==> config.mk <==
export PLATFORM = sky130hd
export DESIGN_NAME = data_mem_arbiter
export DESIGN_NICKNAME = d
export VERILOG_FILES = /design/src/rtl/data_mem_arbiter.sv
export SDC_FILE = /design/constraint.sdc
export NUM_CORES = 1
export LEC_CHECK = 0
export ABC_AREA = 1
export BUFFER_PORTS_ARGS = -buffer_cell sky130_fd_sc_hd__buf_2
export CORE_AREA = 5 5 203 205
export DETAILED_ROUTE_END_ITERATION = 8
export DIE_AREA = 0 0 208 210
export SYNTH_ARGS = -nofsm -noshare
export SYNTH_HDL_FRONTEND = slang
export SYNTH_SLANG_ARGS = --single-unit
==> constraint.sdc <==
create_clock -name clk -period 2 [get_ports clk]
set_clock_uncertainty 0.15 [all_clocks]
set_input_delay 0 -clock clk [delete_from_list [all_inputs] [get_ports clk]]
set_output_delay 0 -clock clk [all_outputs]
set_load 0.005 [all_outputs]
==> src/rtl/data_mem_arbiter.sv <==
// Two-requester arbiter in front of a single-port data memory.
// Each grant runs a fixed-length memory access and then pulses the owner's ack.
// A simultaneous request from both sides is settled by a round-robin priority bit.
module data_mem_arbiter #(
    parameter int WAIT_CYCLES = 2,
    parameter int SIZE        = 32
) (
    input  logic        clk,
    input  logic        reset,
    input  logic        req0,
    input  logic        req1,
    input  logic        we0,
    input  logic        we1,
    input  logic [63:0] addr0,
    input  logic [63:0] addr1,
    input  logic [63:0] wdata0,
    input  logic [63:0] wdata1,
    output logic        ack0,
    output logic        ack1,
    output logic [63:0] rdata,
    output logic        err,
    output logic        busy,
    output logic        owner,
    output logic [63:0] mem_address,
    output logic [63:0] mem_indata,
    output logic        mem_write,
    output logic        mem_read,
    input  logic [63:0] mem_outread
);

    typedef enum logic [1:0] {
        IDLE   = 2'd0,
        ACCESS = 2'd1,
        DONE   = 2'd2
    } state_e;

    // Counter value on the final ACCESS cycle. WAIT_CYCLES is at most 15, so 4 bits suffice.
    localparam logic [3:0]  LAST_CNT = 4'(WAIT_CYCLES - 1);
    localparam logic [63:0] SIZE_W   = 64'(SIZE);

    state_e      state_q, state_d;
    logic [3:0]  cnt_q, cnt_d;
    logic        prio_q, prio_d;
    logic        owner_q, owner_d;
    logic        we_q, we_d;
    logic        oor_q, oor_d;
    logic [63:0] addr_q, addr_d;
    logic [63:0] wdata_q, wdata_d;
    logic [63:0] rdata_q, rdata_d;
    logic        grant_sel;

    // State and datapath registers, all cleared by synchronous reset.
    // NOTE: non-blocking assignments here keep every flop sampling the pre-edge value of every other flop.
    always_ff @(posedge clk) begin
        if (reset) begin
            state_q <= IDLE;
            cnt_q   <= '0;
            prio_q  <= 1'b0;
            owner_q <= 1'b0;
            we_q    <= 1'b0;
            oor_q   <= 1'b0;
            addr_q  <= '0;
            wdata_q <= '0;
            rdata_q <= '0;
        end else begin
            state_q <= state_d;
            cnt_q   <= cnt_d;
            prio_q  <= prio_d;
            owner_q <= owner_d;
            we_q    <= we_d;
            oor_q   <= oor_d;
            addr_q  <= addr_d;
            wdata_q <= wdata_d;
            rdata_q <= rdata_d;
        end
    end

    // Next-state logic: arbitration and capture in IDLE, wait counting in ACCESS, priority hand-off in DONE.
    always_comb begin
        // NOTE: every signal takes its hold value first so no path through the case leaves it unassigned (no latches).
        state_d   = state_q;
        cnt_d     = cnt_q;
        prio_d    = prio_q;
        owner_d   = owner_q;
        we_d      = we_q;
        oor_d     = oor_q;
        addr_d    = addr_q;
        wdata_d   = wdata_q;
        rdata_d   = rdata_q;
        grant_sel = (req0 && req1) ? prio_q : req1;

        case (state_q)
            IDLE: begin
                if (req0 || req1) begin
                    owner_d = grant_sel;
                    addr_d  = grant_sel ? addr1  : addr0;
                    we_d    = grant_sel ? we1    : we0;
                    wdata_d = grant_sel ? wdata1 : wdata0;
                    oor_d   = (addr_d >= SIZE_W);
                    cnt_d   = '0;
                    state_d = ACCESS;
                end
            end
            ACCESS: begin
                if (cnt_q == LAST_CNT) begin
                    // Reads capture the memory word on the last cycle; writes and rejected addresses return 0.
                    rdata_d = (!we_q && !oor_q) ? mem_outread : '0;
                    state_d = DONE;
                end else begin
                    cnt_d = cnt_q + 4'd1;
                end
            end
            DONE: begin
                prio_d  = ~owner_q;
                state_d = IDLE;
            end
            default: begin
                state_d = IDLE;
            end
        endcase
    end

    // Output decode: memory strobes only during ACCESS, ack and err only in DONE.
    always_comb begin
        ack0        = 1'b0;
        ack1        = 1'b0;
        err         = 1'b0;
        busy        = (state_q != IDLE);
        owner       = owner_q;
        rdata       = rdata_q;
        mem_address = '0;
        mem_indata  = '0;
        mem_read    = 1'b0;
        mem_write   = 1'b0;

        case (state_q)
            ACCESS: begin
                mem_address = addr_q;
                mem_indata  = wdata_q;
                mem_read    = !we_q && !oor_q;
                mem_write   = we_q && !oor_q && (cnt_q == LAST_CNT);
            end
            DONE: begin
                ack0 = !owner_q;
                ack1 = owner_q;
                err  = oor_q;
            end
            default: begin
            end
        endcase
    end

endmodule
==> results.md <==
* Status: finished clean
* Xor and xnor area share after synthesis at 0
* Clock tree from TritonCTS: built
* Most frequent cell after synthesis: nand2_1
* Clock insertion delay at the later pin of the skew report at 0.52 ns
* Synth top area share at 0.4189
* Root buffer selected by CTS: clkbuf_16
* Number of top-level pins at 525
* Total via count in the routed design at 13.05k
* Setup_tns at 0 ns
* Async S/R FF share, synth at 0
* Number of instances in the synthesized netlist at 1431
* RSZ-0062 raised after global routing: yes
* Post-synthesis simple-gate area fraction at 0.2443
* Placer congestion estimate at 0.9819
* Antenna violations before repair at 2
* Number of synthesized register bits at 202
* Count of cell types in the netlist at 26
* Total of warnings raised by yosys at 0
* Antenna-violating nets left at 0
* Critical R2R Capture: addr_q[36]
* Syn_nets at 1759
* Num Clock Sinks at 202
* Worst reg-to-reg setup slack at 0.02 ns
* Largest net degree at the start of global routing at 89
* Largest family of logic cells by synthesized area: simple AND/OR/NAND/NOR gates
* Total wire length after detailed routing at 47080 µm
* CTS max path bufs at 3
* Arrival time of the worst setup path at 2.22 ns
* Number of flops mapped to enable cells by yosys at 0
* Fill count at 3770
* Worst Path Class, Setup: reg -> reg
* Fraction of layout cells with a size suffix above 1 at 0.2760
* Mean instance size in the synthesized netlist at 6.747 µm²
* Power density over the cells at 669.6 nW/µm²
* Iteration count of the initial detailed-routing pass at 8
* Share of synthesized area occupied by flip-flops and latches at 0.4189
* RR Startpoint: prio_q
* Area delta synth->final at 80.62%
* Area of the core region at 39280 µm²
* Adder-cell area share of the yosys netlist at 0.002592
* Final HPWL DP at 30610 µm
* Maximum capacitance violations at 0
* Port Buffer Count at 524
* Primary FF master, synth: dfxtp_1
* Global-route wire length before repair at 71680 µm
* Total clock buffers created by CTS at 25
* Max FO, Critical Path at 17
* Max IR drop VDD at 0.5626 mV
* Die Height at 210 µm
* Cell area after synthesis at 9654 µm²
* Post-route total power at 11680 µW
* Top post-synthesis cells by area: dfxtp_1 42%, nand2_1 11%, nor2_1 8.7%
* Hold Vio Cnt, Final at 0
* Via-to-Cell Ratio at 4.642
* Worst rel slew slack at 0.5143
* Critical Path End: addr_q[36]
* Final Setup Violations at 0
* Htree depth at 1
* Proportion of synthesized area in mux cells at 0.009331
* Cell area reported after detailed placement at 12930 µm²
* Setup crit start: prio_q
* Drt drc at 0
* Number of global-route vias before repair at 13.32k
* Cell taking the most area after synthesis: dfxtp_1
* Leakage at 0.008270 µW
* Clock period minus worst slack at 1.979 ns
* Fmax at 505.4 MHz
* Capturing element type of the critical path: flop
* Final net count at 2596
* Post-DR wirelength/cell at 16.75 µm
* Final worst-path cycle share at 0.9894
* Data required time of the critical path at 2.25 ns
* Starting density of the core at 0.2458
* Total non-filler cell area in the finished layout at 17440 µm²
* Total number of placement rows at 73
* Clock transition at path regs at 0.06 ns
* First-iteration detailed-routing DRC count at 1111
* Worst Setup Start Kind: flop
* Global routing usage summed across all routing layers at 0.1978
* Fraction of the mapped netlist area in compound gates at 0.1983
* Ranking of synthesized cells by instance count: 281 x nand2_1, 223 x nor2_1, 202 x dfxtp_1
* R2R depth at 8
* Worst Max-Slew Pin Slew at 0.7286 ns
* Total die area at 43680 µm²
* Die W at 208 µm
* Path class of the lowest-slack min-delay path: in -> reg
* Core utilization of the finished layout at 0.4440
* Total grt overflow at 0
* Number of pins with negative max-slew slack in the final report at 0
-- what timing repair did --
action                                  CTS  global route
gates cloned                              2             3
hold buffers                            349             0
endpoints found under the setup margin  113           101
pin swaps                                 0             2
resized for setup                         9            16
hold endpoints to repair                196             0
setup buffers                             0             5
-- power breakdown --
part	internal, µW	switching [µW]
sequential	4360	96.8
clock	2480	1730
combinational	1450	1560
-- how the worst min path moves through the flow --
stage | from | endpoint | depth (start not counted)
final | addr0[9] | oor_q | 11
after floorplan | mem_outread[0] | rdata[0] | 2
after global routing | addr0[9] | oor_q | 11
after detailed placement | mem_outread[44] | rdata[44] | 3
after global placement | mem_outread[50] | rdata[50] | 3
after CTS | addr0[9] | oor_q | 11
-- layer usage --
metal  share of wire  global-route usage
met5               0                   0
met4           0.048             0.09626
met3           0.076             0.04271
met2            0.48              0.3439
met1            0.40              0.2324
-- cell type report --
cell class              instances  area (µm²)  share of cell area
repair buffers                919        6766              0.3880
multi-input cells             921        4467              0.2562
flip-flops and latches        202        4045              0.2320
inverters                     199       752.0             0.04312
clock buffers                  40       732.0             0.04197
well taps                     525       656.9             0.03767
clock inverters                 2       13.76           0.0007893
diodes                          2       5.005           0.0002870
-- cells in the final DEF, fill, tap and decap left out, types with 2 or more instances in the layout --
cell type / count
o22ai_1: 56
nand2_4: 2
clkbuf_8: 5
o21ai_0: 6
buf_4: 22
nor2_1: 218
o211ai_1: 62
inv_1: 193
nor3_1: 2
nand3b_1: 42
ha_1: 2
inv_2: 5
dfxtp_1: 201
mux2_2: 7
clkbuf_1: 10
buf_6: 6
nor2_2: 5
nor2_4: 2
bufbuf_16: 2
dlygate4sd3_1: 349
a21oi_1: 130
nand2_1: 277
diode_2: 2
buf_2: 523
clkbuf_16: 28
nand2_8: 2
o21ai_1: 79
nand3_1: 21
buf_12: 12
-- flip-flops by register name, summed over array words and instances, names as in the netlist --
signal,cells
oor_q,1
state_q,2
we_q,1
cnt_q,4
prio_q,1
owner,1
addr_q,64
rdata,64
wdata_q,64
-- critical path, stage by stage (launching register included) --
cell and delay [ns]:
dfxtp_1 0.30, inv_2 0.10, nand2_8 0.12, nand2_8 0.16, buf_6 0.19, nand2_1 0.09, nand2_1 0.09, dlygate4sd3_1 0.57
o22ai_1 0.07
-- logic make-up (layout without fill, tap and decap cells) --
family | after synthesis | after routing
other | 0 | 2
and+or+nand+nor | 575 | 575
adders and majority gates | 2 | 2
AOI/OAI and AO/OA | 336 | 336
DFF | 202 | 202
muxes | 8 | 8
buffers and inverters | 308 | 1160
-- stage by stage --
step           instances  hold WS, ns  worst slack [ns]
5_1_grt             2810       0.1048          -0.08441
3_5_place_dp        2407       0.1029           0.06218
6_report            2810      0.01322           0.02130
3_3_place_gp        2407      0.09894           0.05821
2_1_floorplan       1431    -0.006704            0.3731
4_1_cts             2800    0.0006743           0.01849
Power figures use the tool's default switching activity.
